--- src/rtl/acc_burst_extract_if.sv ---
// Burst-extract handshake bundle: beat input, accumulator tap, result queue.
// Optional res_beats field exists only under ACC_BURST_COUNT_EN.
interface acc_burst_extract_if #(
    parameter int WIDTH = 32,
    parameter int CNT_W = 16
);
    logic             beat_valid;
    logic             beat_last;
    logic [WIDTH-1:0] acc_value;
    logic             res_valid;
    logic             res_ready;
    logic [WIDTH-1:0] res_sum;
`ifdef ACC_BURST_COUNT_EN
    logic [CNT_W-1:0] res_beats;
`endif
    logic             busy;
    logic             drop_err;

    if (WIDTH < 1 || CNT_W < 1) begin : g_bad_cfg
        $error("acc_burst_extract_if: bad parameters");
    end

    modport master (
        output beat_valid, beat_last, acc_value, res_ready,
`ifdef ACC_BURST_COUNT_EN
        input  res_beats,
`endif
        input  res_valid, res_sum, busy, drop_err
    );

    modport slave (
        input  beat_valid, beat_last, acc_value, res_ready,
`ifdef ACC_BURST_COUNT_EN
        output res_beats,
`endif
        output res_valid, res_sum, busy, drop_err
    );
endinterface

--- src/rtl/acc_burst_extract.sv ---
// Per-burst sum extraction from a free-running delayed accumulator.
// Define ACC_BURST_COUNT_EN to add a saturating beat count per result.
module acc_burst_extract #(
    parameter int WIDTH   = 32,
    parameter int LATENCY = 10,
    parameter int CNT_W   = 16
) (
    input logic                clk,
    input logic                reset,
    acc_burst_extract_if.slave bus
);

`ifdef ACC_BURST_COUNT_EN
    localparam int EW = WIDTH + CNT_W;
`else
    localparam int EW = WIDTH;
`endif

    if (LATENCY < 2 || LATENCY > 64 || CNT_W < 1) begin : g_bad_cfg
        $error("acc_burst_extract: bad parameters");
    end

    typedef enum logic {IDLE, OPEN} state_t;

    state_t           state_q, state_d;
    logic             first_tag;
    logic             last_tag;
    logic [LATENCY:1] first_sr_q;
    logic [LATENCY:1] last_sr_q;
    logic [WIDTH-1:0] base_q;
    logic [WIDTH-1:0] new_sum;
    logic [EW-1:0]    new_entry;
    logic [EW-1:0]    head_q;
    logic [EW-1:0]    tail_q;
    logic [1:0]       fill_q;
    logic             drop_q;
    logic             push;
    logic             pop;

    // Burst-open state register
    always_ff @(posedge clk) begin
        if (reset) state_q <= IDLE;
        else       state_q <= state_d;
    end

    // Tag beats as FIRST/LAST and track whether a burst is open
    always_comb begin
        state_d   = state_q;
        first_tag = 1'b0;
        last_tag  = 1'b0;
        unique case (state_q)
            IDLE: begin
                if (bus.beat_valid) begin
                    first_tag = 1'b1;
                    last_tag  = bus.beat_last;
                    if (!bus.beat_last) state_d = OPEN;
                end
            end
            OPEN: begin
                if (bus.beat_valid && bus.beat_last) begin
                    last_tag = 1'b1;
                    state_d  = IDLE;
                end
            end
            default: state_d = IDLE;
        endcase
    end

    // Tags ride alongside the accumulator pipeline
    always_ff @(posedge clk) begin
        if (reset) begin
            first_sr_q <= '0;
            last_sr_q  <= '0;
        end else begin
            first_sr_q <= {first_sr_q[LATENCY-1:1], first_tag};
            last_sr_q  <= {last_sr_q[LATENCY-1:1], last_tag};
        end
    end

    // Snapshot the accumulator one cycle before the first beat lands
    always_ff @(posedge clk) begin
        if (reset)                         base_q <= '0;
        else if (first_sr_q[LATENCY-1])    base_q <= bus.acc_value;
    end

    assign new_sum = bus.acc_value - base_q;
    assign push    = last_sr_q[LATENCY];
    assign pop     = (fill_q != 2'd0) && bus.res_ready;

`ifdef ACC_BURST_COUNT_EN
    logic [CNT_W-1:0] cnt_q;
    logic [CNT_W-1:0] beat_cnt;
    logic [CNT_W-1:0] cnt_sr_q [1:LATENCY];

    // Running count including the current beat, saturating
    always_comb begin
        beat_cnt = cnt_q;
        if (first_tag)   beat_cnt = CNT_W'(1);
        else if (!(&cnt_q)) beat_cnt = cnt_q + 1'b1;
    end

    // Count register and its delay line toward the result tap
    always_ff @(posedge clk) begin
        if (reset) begin
            cnt_q <= '0;
            for (int i = 1; i <= LATENCY; i++) cnt_sr_q[i] <= '0;
        end else begin
            if (bus.beat_valid) cnt_q <= beat_cnt;
            cnt_sr_q[1] <= beat_cnt;
            for (int i = 2; i <= LATENCY; i++) cnt_sr_q[i] <= cnt_sr_q[i-1];
        end
    end

    assign new_entry     = {cnt_sr_q[LATENCY], new_sum};
    assign bus.res_beats = head_q[EW-1:WIDTH];
`else
    assign new_entry = new_sum;
`endif

    // Two-entry result queue; a push into a full, stalled queue is dropped
    always_ff @(posedge clk) begin
        if (reset) begin
            head_q <= '0;
            tail_q <= '0;
            fill_q <= 2'd0;
            drop_q <= 1'b0;
        end else begin
            unique case (fill_q)
                2'd0: begin
                    if (push) begin
                        head_q <= new_entry;
                        fill_q <= 2'd1;
                    end
                end
                2'd1: begin
                    if (push && pop) begin
                        head_q <= new_entry;
                    end else if (pop) begin
                        fill_q <= 2'd0;
                    end else if (push) begin
                        tail_q <= new_entry;
                        fill_q <= 2'd2;
                    end
                end
                2'd2: begin
                    if (pop) begin
                        head_q <= tail_q;
                        if (push) tail_q <= new_entry;
                        else      fill_q <= 2'd1;
                    end else if (push) begin
                        drop_q <= 1'b1;
                    end
                end
                default: fill_q <= 2'd0;
            endcase
        end
    end

    assign bus.res_valid = (fill_q != 2'd0);
    assign bus.res_sum   = head_q[WIDTH-1:0];
    assign bus.drop_err  = drop_q;
    assign bus.busy      = (state_q == OPEN) || (|first_sr_q) || (|last_sr_q);

endmodule

--- src/flat_wrapper.sv ---
// flat-port wrapper written by rule: the top's interface ports become plain ports
module acc_burst_extract_flat 
#(
    parameter int WIDTH   = 32,
    parameter int LATENCY = 10,
    parameter int CNT_W   = 16
)
  (clk, reset, bus_beat_valid, bus_beat_last, bus_acc_value, bus_res_ready, bus_res_valid, bus_res_sum, bus_busy, bus_drop_err);
  acc_burst_extract_if #(.WIDTH(WIDTH), .CNT_W(CNT_W)) bus_i ();
  input logic clk;
  input logic reset;
  input wire logic [$bits(bus_i.beat_valid)-1:0] bus_beat_valid;
  input wire logic [$bits(bus_i.beat_last)-1:0] bus_beat_last;
  input wire logic [$bits(bus_i.acc_value)-1:0] bus_acc_value;
  input wire logic [$bits(bus_i.res_ready)-1:0] bus_res_ready;
  output wire logic [$bits(bus_i.res_valid)-1:0] bus_res_valid;
  output wire logic [$bits(bus_i.res_sum)-1:0] bus_res_sum;
  output wire logic [$bits(bus_i.busy)-1:0] bus_busy;
  output wire logic [$bits(bus_i.drop_err)-1:0] bus_drop_err;
  assign bus_i.beat_valid = bus_beat_valid;
  assign bus_i.beat_last = bus_beat_last;
  assign bus_i.acc_value = bus_acc_value;
  assign bus_i.res_ready = bus_res_ready;
  assign bus_res_valid = bus_i.res_valid;
  assign bus_res_sum = bus_i.res_sum;
  assign bus_busy = bus_i.busy;
  assign bus_drop_err = bus_i.drop_err;
  acc_burst_extract #(.WIDTH(WIDTH), .LATENCY(LATENCY), .CNT_W(CNT_W)) u_core (.clk(clk), .reset(reset), .bus(bus_i));
endmodule
--- config.mk ---
export PLATFORM = sky130hd
export DESIGN_NAME = acc_burst_extract_flat
export DESIGN_NICKNAME = d
export VERILOG_FILES = /design/src/rtl/acc_burst_extract_if.sv /design/src/rtl/acc_burst_extract.sv /design/src/flat_wrapper.sv
export SDC_FILE = /design/constraint.sdc
export NUM_CORES = 1
export LEC_CHECK = 0
export CORE_MARGIN = 2
export CORE_UTILIZATION = 39
export CTS_BUF_LIST = sky130_fd_sc_hd__clkbuf_2 sky130_fd_sc_hd__clkbuf_4 sky130_fd_sc_hd__clkbuf_8
export CTS_CLUSTER_SIZE = 8
export DETAILED_ROUTE_END_ITERATION = 16
export PLACE_DENSITY_LB_ADDON = 0.05
export RECOVER_POWER = 50
export SYNTH_ARGS = -nofsm -noshare
export SYNTH_HDL_FRONTEND = slang
export SYNTH_SLANG_ARGS = --single-unit
--- constraint.sdc ---
create_clock -name clk -period 3.19 [get_ports clk]
set_clock_uncertainty 0.15 [all_clocks]
set_input_delay 0.7975 -clock clk [delete_from_list [all_inputs] [get_ports clk]]
set_output_delay 0.7975 -clock clk [all_outputs]
set_load 0.01 [all_outputs]
; ---- Word-level counts from Yosys, hierarchy flattened
; Index checks and enable logic that the tools add are counted.
[word_totals]
word_cells = 61
output_inout_bits = 35
input_bits = 37
reg_bits = 120
[op_classes]
eq_ne = 9
addsub = 1
mux = 24
bitwise_logic = 2
reduce_logical = 16
[op_table]
columns = op, n
row1 = $mux 32, 7
row2 = $pmux 32 s3, 1
row3 = $pmux 32 s2, 1
row4 = $sub 32x32->32, 1
row5 = $reduce_or 10->1, 2
row6 = $mux 2, 6
row7 = $reduce_and 4->1, 2
row8 = $mux 1, 6
row9 = $ne 2x1->1 const B, 3
row10 = $ne 2x2->1 const B, 3
row11 = $pmux 2 s3, 1
row12 = $reduce_and 5->1, 1
row13 = $pmux 1 s2, 2
row14 = $reduce_bool 2->1, 2
row15 = $logic_and 1x1->1, 3
row16 = $ne 3x1->1 const B, 1
row17 = $reduce_and 3->1, 1
row18 = $reduce_bool 3->1, 1
row19 = $eq 2x1->1 const B, 1
row20 = $eq 2x2->1 const B, 1
row21 = $logic_not 2->1, 1
row22 = $logic_or 1x1->1, 2
row23 = $not 1->1, 2
row24 = $reduce_or 2->1, 1

; ---- Longest topological paths before layout
; Gate-level depths: netlist (run 1).
[depth]
ltp_word = 5
ltp_mapped = 12
depth_no_buf = 12

; ---- Worst setup path after synthesis (run 1)
; No wires, ideal clock.
[synth_timing]
path_type = input port to flip-flop
from = in bus_acc_value[0]
to = reg u_core.head_q[30] (netlist: u_core.bus.res_sum[30])
t_required_ps = 2945
n_path_buf = 0
setup_ps = 95
path_stages = 12
path_slack_ps = -114
arrival_time_ps = 3058
path_cell_list = inv_1 ha_1 inv_1 fa_1 a211oi_2 o21bai_1 a221o_1 a211oi_2 o21ai_2 a211o_1 xnor2_1 a221oi_1
[synth_between]
elab_chain_len = 3
word_cells_on_any_way = 4
cone_classes = add/sub (1) / mux (3)
[synth_lines]
columns = item, line_no
row1 = from (decl), flat_wrapper.sv:14  ; input wire logic [$bits(bus_i.acc_value)-1:0] bus_acc_value;
row2 = $sub 32x32->32 (*), acc_burst_extract.sv:86  ; assign new_sum = bus.acc_value - base_q;
row3 = "$mux 32, on equally long branches", "acc_burst_extract.sv:136, acc_burst_extract.sv:130"
row4 = $pmux 32 s3 (*), acc_burst_extract.sv:128  ; unique case (fill_q)
row5 = to (signal assigned), acc_burst_extract.sv:131  ; head_q <= new_entry;
row6 = to (signal assigned), acc_burst_extract.sv:137  ; head_q <= new_entry;
row7 = to (signal assigned), acc_burst_extract.sv:147  ; head_q <= tail_q;
row8 = to (decl), acc_burst_extract.sv:33  ; logic [EW-1:0] head_q;
; Mark *: on every way between the ends. The rest lies on a longest branch, timed or not. The select of a mux whose other input is x is not followed.
; A chain may end at the register's enable or synchronous reset.

; ---- Final worst setup path (run 1)
[layout_timing]
from = in bus_acc_value[4]
to = reg u_core.tail_q[27]
[layout_between]
elab_chain_len = 5
word_cells_on_any_way = 6
cone_classes = add/sub (1) / mux (5)
[layout_lines]
columns = item, line_no
row1 = $sub 32x32->32 (*), acc_burst_extract.sv:86
row2 = $mux 32 (*), "acc_burst_extract.sv:140, acc_burst_extract.sv:148"
row3 = $mux 32, acc_burst_extract.sv:138  ; end else if (pop) begin
row4 = $mux 32, acc_burst_extract.sv:136  ; if (push && pop) begin
row5 = $pmux 32 s2 (*), acc_burst_extract.sv:128
row6 = to (signal assigned), acc_burst_extract.sv:141  ; tail_q <= new_entry;
row7 = to (signal assigned), acc_burst_extract.sv:148  ; if (push) tail_q <= new_entry;
row8 = to (decl), acc_burst_extract.sv:34  ; logic [EW-1:0] tail_q;
; Marks and branches as above.

==> flow_summary_export.csv, run 1 <==
group,metric,value,unit
pwr,clkPwrFrac,0.388,
floorplanning,pin_count,72,
sta,worst_pin_slew,1.27,ns
clocking,hold_buffers,0,
global_routing,grt_pass1_vias,5733,
setup_path,startpoint_type,"input port",
routing,drc,0,
finish,nFillCells,1563,
place,gp_congestion,0.855,
global_routing,grt_max_degree,65,
clocking,clock-sinks,120,
setup_path,cp.arrival,3.33,ns
job,cap_violations,0,
sta,max_slew_margin,0.157,
place,portBuffers,71,
setup_path,path_max_fanout,4,
status,status,"finished clean",
routing,wl,16.8,mm
clocking,clock_path_buffers,2,
floorplanning,start_util,0.395,
routing,vias,5791,
sta,setup_slack,0.0735,ns
routing,ant_nets,0,
finish,fin_nets,980,
sta,slew_viol_final,0,
logic_synthesis,ys_seq_elements,120,
logic_synthesis,synth_ff_type,"dfxtp_1",
finish,area_delta_synth_final,33.7,%
logic_synthesis,ys_types,60,
sta,rsz0062_at_grt,"no",
setup_path,r2r_cells,13,
pwr,vdd.ir_drop.worst,0.250,mV
floorplanning,coreArea,0.0158,mm²
pwr,p_per_area,385,mW/mm²
floorplanning,num_rows,46,
setup_path,critical_path_class,"in -> reg",
logic_synthesis,synth_warnings,0,
hold_path,min_to,"u_core.tail_q[26]",
logic_synthesis,synth.cell_area,0.00624,mm²
global_routing,antenna_found_initial,0,
sta,fin_crit,3.12,ns
finish,antenna_cells,0,
logic_synthesis,synth_area_leaders,"dfxtp_1, ha_1, nand2_1, mux2i_1, nor2_1",
sta,final.period_utilization,0.977,
routing,wl_per_cell,14.7,µm
logic_synthesis,synth_top_area_cell,"dfxtp_1",
hold_path,hp-class,"reg -> reg",
clocking,clockRootBuffer,"clkbuf_8",
clocking,clk_latency,0.44,ns
logic_synthesis,syn-mean-instance-area,8.15,µm²
pwr,switchingPower,837,µW
routing,viasPerCell,5.08,
logic_synthesis,syn_nets,834,
floorplanning,chipHeight,130,µm
routing,firstDrtPassIters,5,
logic_synthesis,syn-instance-count,765,
clocking,numCtsBuffers,17,
logic_synthesis,synth_top_area_frac,0.385,
clocking,cts_tree,"built",
hold_path,hold_start,"u_core.tail_q[26]",
setup_path,worstReg2RegEnd,"u_core.bus.res_sum[26]",
pwr,power.leakage,0.00319,µW
finish,layout_commonest_cell,"dfxtp_1",
global_routing,grt_use_total,0.207,
logic_synthesis,yosysSeqAreaShare,0.385,
pwr,intPower,2380,µW
pwr,p_seq_frac,0.468,
clocking,clkTransAtPathRegs,0.07,ns
sta,tns,0,ns
setup_path,cp.required,3.40,ns
setup_path,cp-end-kind,"flop",
place,pre_cts_slack,-0.644,ns
routing,first_iter_violations,307,
finish,layout-drive-gt1-share,0.193,
logic_synthesis,async_reset_ff_frac,0,
place,place_hpwl,12.2,mm
global_routing,grt_overflow_total,0,
sta,finalHoldViolations,0,
sta,fmax,0.321,GHz
logic_synthesis,synth_edf_count,0,
pwr,p_comb_frac,0.143,
setup_path,r2r_setup_slack,0.32,ns
floorplanning,fp.dieW,130,µm
finish,mostFrequentLayoutCells,"dfxtp_1, buf_4, nand2_1",
sta,setup_viol,0,
pwr,p_total,3210,µW
clocking,h-tree-depth,4,
setup_path,rr_startpoint,"u_core.base_q[0]",
floorplanning,die_area,0.0170,mm²
pwr,switching_share,0.261,
hold_path,hold_depth,2,
global_routing,grt_first_pass_wirelength,27.8,mm
## flip-flops by register name (all words and copies together) (netlist names), named ones only
register and flops:
u_core.tail_q 32, u_core.bus.drop_err 1, u_core.last_sr_q 10, u_core.first_sr_q 10, u_core.fill_q 2, u_core.base_q 32
u_core.bus.res_sum 32
## critical path, cell delays in order
cell	delay, ns
clkdlybuf4s50_1	0.46
ha_4	0.30
and2_4	0.14
o211ai_1	0.18
a21oi_1	0.20
o22ai_1	0.10
buf_4	0.15
o311ai_2	0.30
buf_4	0.19
nor2_2	0.05
or3_1	0.34
a31oi_1	0.12
## Yosys cell counts (2+ instances only)
| cell type | n |
|---|---|
| a211o_1 | 3 |
| a211oi_1 | 15 |
| a211oi_2 | 3 |
| a21boi_1 | 2 |
| a21o_1 | 12 |
| a21oi_1 | 59 |
| a221oi_1 | 7 |
| a221oi_2 | 2 |
| a311oi_1 | 8 |
| a31oi_1 | 9 |
| and2_1 | 6 |
| and3_1 | 5 |
| clkbuf_1 | 46 |
| dfxtp_1 | 120 |
| ha_1 | 31 |
| inv_1 | 44 |
| mux2i_1 | 33 |
| nand2_1 | 95 |
| nand2b_1 | 3 |
| nand3_1 | 14 |
| nand4_1 | 4 |
| nor2_1 | 85 |
| nor2b_1 | 20 |
| nor3_1 | 14 |
| nor3b_1 | 2 |
| nor4_1 | 6 |
| o211ai_1 | 6 |
| o21a_1 | 5 |
| o21ai_0 | 35 |
| o21ai_1 | 2 |
| o21bai_1 | 4 |
| o311ai_1 | 2 |
| o31ai_1 | 3 |
| or3_1 | 6 |
| or4_1 | 4 |
| xnor2_1 | 17 |
| xor2_1 | 10 |
## layer usage
metal	up-vias	global-route usage	routed length [µm]
met5	-	0	0
met4	0	0.0676	182
met3	13	0.0468	655
met2	115	0.339	7760
met1	2716	0.273	8180
li1	2947	-	-
## cells by family (layout without fill, tap and decap cells)
logic type / after synthesis / in the layout / synth area share
buffers and inverters: 91 / 249 / 0.0548
DFF: 120 / 120 / 0.385
AOI/OAI and AO/OA: 191 / 191 / 0.206
xor gates and xnor gates: 27 / 27 / 0.0379
adders and majority gates: 32 / 32 / 0.0654
muxes: 33 / 33 / 0.0530
and+or+nand+nor: 271 / 271 / 0.197
## power groups by stage
stage                     combinational, µW  clock, µW  sequential (µW)
after floorplan                         230          0             1540
after global placement                  435          0             1540
after detailed placement                441          0             1540
after CTS                               446       1290             1500
after global routing                    506       1360             1500
final                                   460       1250             1500
## through the flow
stage	hold WS (ns)	utilization	std cells	area [µm²]
floorplan	0.266	-	765	6240
global placement	0.287	0.496	1106	7820
detailed placement	0.297	0.496	1106	7820
CTS	0.304	0.521	1138	8220
global route	0.319	0.529	1139	8340
finish	0.304	0.529	1139	8340
## final cells by class
cell class | instances | area [µm²] | area share
Multi-Input combinational cell | 554 | 3650 | 0.438
Sequential cell | 120 | 2400 | 0.288
Timing Repair Buffer | 174 | 1490 | 0.179
Clock buffer | 22 | 272 | 0.0326
Tap cell | 216 | 270 | 0.0324
Inverter | 44 | 165 | 0.0198
Clock inverter | 9 | 78.8 | 0.00945
## how the worst max path moves through the flow
stage	start	end	slack, ns	cells after the start
final	bus_acc_value[4]	u_core.tail_q[27]	0.07	12
after global routing	bus_acc_value[4]	u_core.tail_q[31]	0.0007	12
after CTS	bus_acc_value[0]	u_core.bus.res_sum[30]	0.01	13
after detailed placement	bus_acc_value[0]	u_core.bus.res_sum[30]	-0.64	13
after global placement	bus_acc_value[0]	u_core.bus.res_sum[30]	-0.63	13
after floorplan	bus_acc_value[0]	u_core.bus.res_sum[30]	-0.09	12
## timing repair
action	4_1_cts	5_1_grt
setup endpoints to repair	16	22
hold endpoints to repair	0	0
buffers inserted	1	1
pin swaps	10	18
gates resized for setup	14	22
(Power assumes the default switching activity.)
==> run 2: changes to the inputs <==
- CELL_PAD_IN_SITES_DETAIL_PLACEMENT: default -> 1
- CELL_PAD_IN_SITES_GLOBAL_PLACEMENT: default -> 2
- CORE_UTILIZATION: 39 -> 31
- CTS_CLUSTER_DIAMETER: default -> 50
- REMOVE_ABC_BUFFERS: default -> 1
==> flow_summary_export.csv, run 2 (synthesized netlist as in run 1, its figures left out) <==
group,metric,value,unit
global_routing,antenna_found_initial,0,
status,violations,"capacitance limit, slew limit",
place,portBuffers,71,
setup_path,cp.required,3.40,ns
floorplanning,pin_count,72,
sta,setup_slack,0.0962,ns
setup_path,cp-end-kind,"flop",
sta,slew_viol_final,40,
finish,mostFrequentLayoutCells,"dfxtp_1, buf_4, nand2_1",
setup_path,startpoint_type,"input port",
setup_path,worstReg2RegEnd,"u_core.bus.res_sum[30]",
pwr,p_per_area,419,mW/mm²
hold_path,min_to,"u_core.first_sr_q[1]",
setup_path,path_max_fanout,5,
finish,area_delta_synth_final,37.4,%
clocking,clkTransAtPathRegs,0.08,ns
pwr,switchingPower,981,µW
floorplanning,start_util,0.318,
clocking,cts_tree,"built",
finish,layout_commonest_cell,"dfxtp_1",
global_routing,grt_max_degree,42,
sta,setup_viol,0,
pwr,switching_share,0.274,
sta,max_slew_margin,-0.0905,
routing,wl_per_cell,16.6,µm
sta,finalHoldViolations,0,
pwr,p_comb_frac,0.134,
pwr,p_seq_frac,0.419,
pwr,vdd.ir_drop.worst,0.274,mV
setup_path,rr_startpoint,"u_core.base_q[0]",
floorplanning,coreArea,0.0196,mm²
pwr,clkPwrFrac,0.447,
place,place_hpwl,14.5,mm
sta,worst_pin_slew,1.64,ns
floorplanning,chipHeight,146,µm
pwr,p_total,3590,µW
floorplanning,die_area,0.0213,mm²
clocking,clockRootBuffer,"clkbuf_8",
pwr,intPower,2610,µW
finish,layout-drive-gt1-share,0.203,
finish,final_util,0.438,
routing,first_iter_violations,250,
routing,drc,0,
sta,fin_crit,3.09,ns
sta,fmax,0.323,GHz
sta,tns,0,ns
clocking,hold_buffers,0,
status,status,"complete, but fails checks",
routing,wl,19.8,mm
place,pre_cts_slack,-0.779,ns
setup_path,critical_path_class,"in -> reg",
place,gp_congestion,0.812,
setup_path,cp.arrival,3.30,ns
setup_path,r2r_cells,11,
routing,firstDrtPassIters,4,
floorplanning,fp.dieW,146,µm
setup_path,cp-startpoint,"bus_acc_value[6]",
routing,vias,5964,
hold_path,hold_depth,1,
floorplanning,num_rows,51,
routing,ant_nets,0,
clocking,clk_latency,0.45,ns
global_routing,grt_first_pass_wirelength,32.1,mm
global_routing,grt_use_total,0.188,
hold_path,hp-class,"reg -> reg",
clocking,clock-sinks,120,
sta,final.period_utilization,0.970,
finish,nFillCells,2382,
clocking,h-tree-depth,4,
clocking,clock_path_buffers,2,
job,cap_violations,1,
setup_path,r2r_setup_slack,0.25,ns
finish,fin_nets,987,
pwr,power.leakage,0.00326,µW
routing,viasPerCell,4.98,
clocking,numCtsBuffers,17,
sta,timing.hold.ws,0.302,ns
global_routing,grt_pass1_vias,6120,
global_routing,grt_overflow_total,0,
[run 2: worst max path at each step]
stage	depth (start not counted)	endpoint	slack (ns)
5_1_grt	10	u_core.tail_q[31]	-0.01
2_1_floorplan	6	u_core.tail_q[29]	-0.74
4_1_cts	10	u_core.bus.res_sum[30]	0.001
6_report	10	u_core.bus.res_sum[30]	0.1
3_3_place_gp	13	u_core.bus.res_sum[30]	-0.74
3_5_place_dp	15	u_core.bus.res_sum[20]	-0.78
[run 2: cell type report]
type | instances | area, µm² | share of cell area
Clock buffer | 17 | 234 | 0.0273
Tap cell | 265 | 332 | 0.0387
Sequential cell | 120 | 2400 | 0.280
Multi-Input combinational cell | 554 | 3680 | 0.429
Clock inverter | 15 | 213 | 0.0248
Timing Repair Buffer | 181 | 1540 | 0.180
Antenna cell | 1 | 2.50 | 0.000292
Inverter | 44 | 165 | 0.0193
[run 2: repair_timing]
action / CTS / global route
pin swaps: 20 / 14
setup endpoints to repair: 33 / 25
resized for setup: 25 / 22
buffers inserted: 3 / 0
[run 2: metal layers]
metal / vias up / wire, µm / part of all wire / global-route usage
li1: 2967 / - / - / -
met1: 2901 / 9960 / 0.50 / 0.254
met2: 79 / 9010 / 0.45 / 0.307
met3: 17 / 547 / 0.028 / 0.0310
met4: 0 / 299 / 0.015 / 0.0598
met5: - / 0 / 0 / 0
[run 2: per-stage QoR]
step           instance area [µm²]  cells
6_report                      8570   1197
5_1_grt                       8570   1196
4_1_cts                       8500   1196
3_5_place_dp                  7950   1161
3_3_place_gp                  7950   1161
2_1_floorplan                 6060    718
[run 2: critical path, cell delays in order]
cell	delay, ns
clkdlybuf4s50_1	0.52
ha_4	0.22
buf_4	0.15
and4_4	0.17
a221o_1	0.38
a211oi_4	0.25
o21ai_2	0.11
a211o_1	0.32
xnor2_1	0.14
a221oi_1	0.24
[run 2: power groups by stage]
stage                     sequential, µW  combinational (µW)  clock (µW)
after detailed placement            1540                 459           0
after CTS                           1500                 471        1650
after floorplan                     1540                 211           0
after global placement              1540                 453           0
final                               1500                 479        1600
after global routing                1500                 530        1710
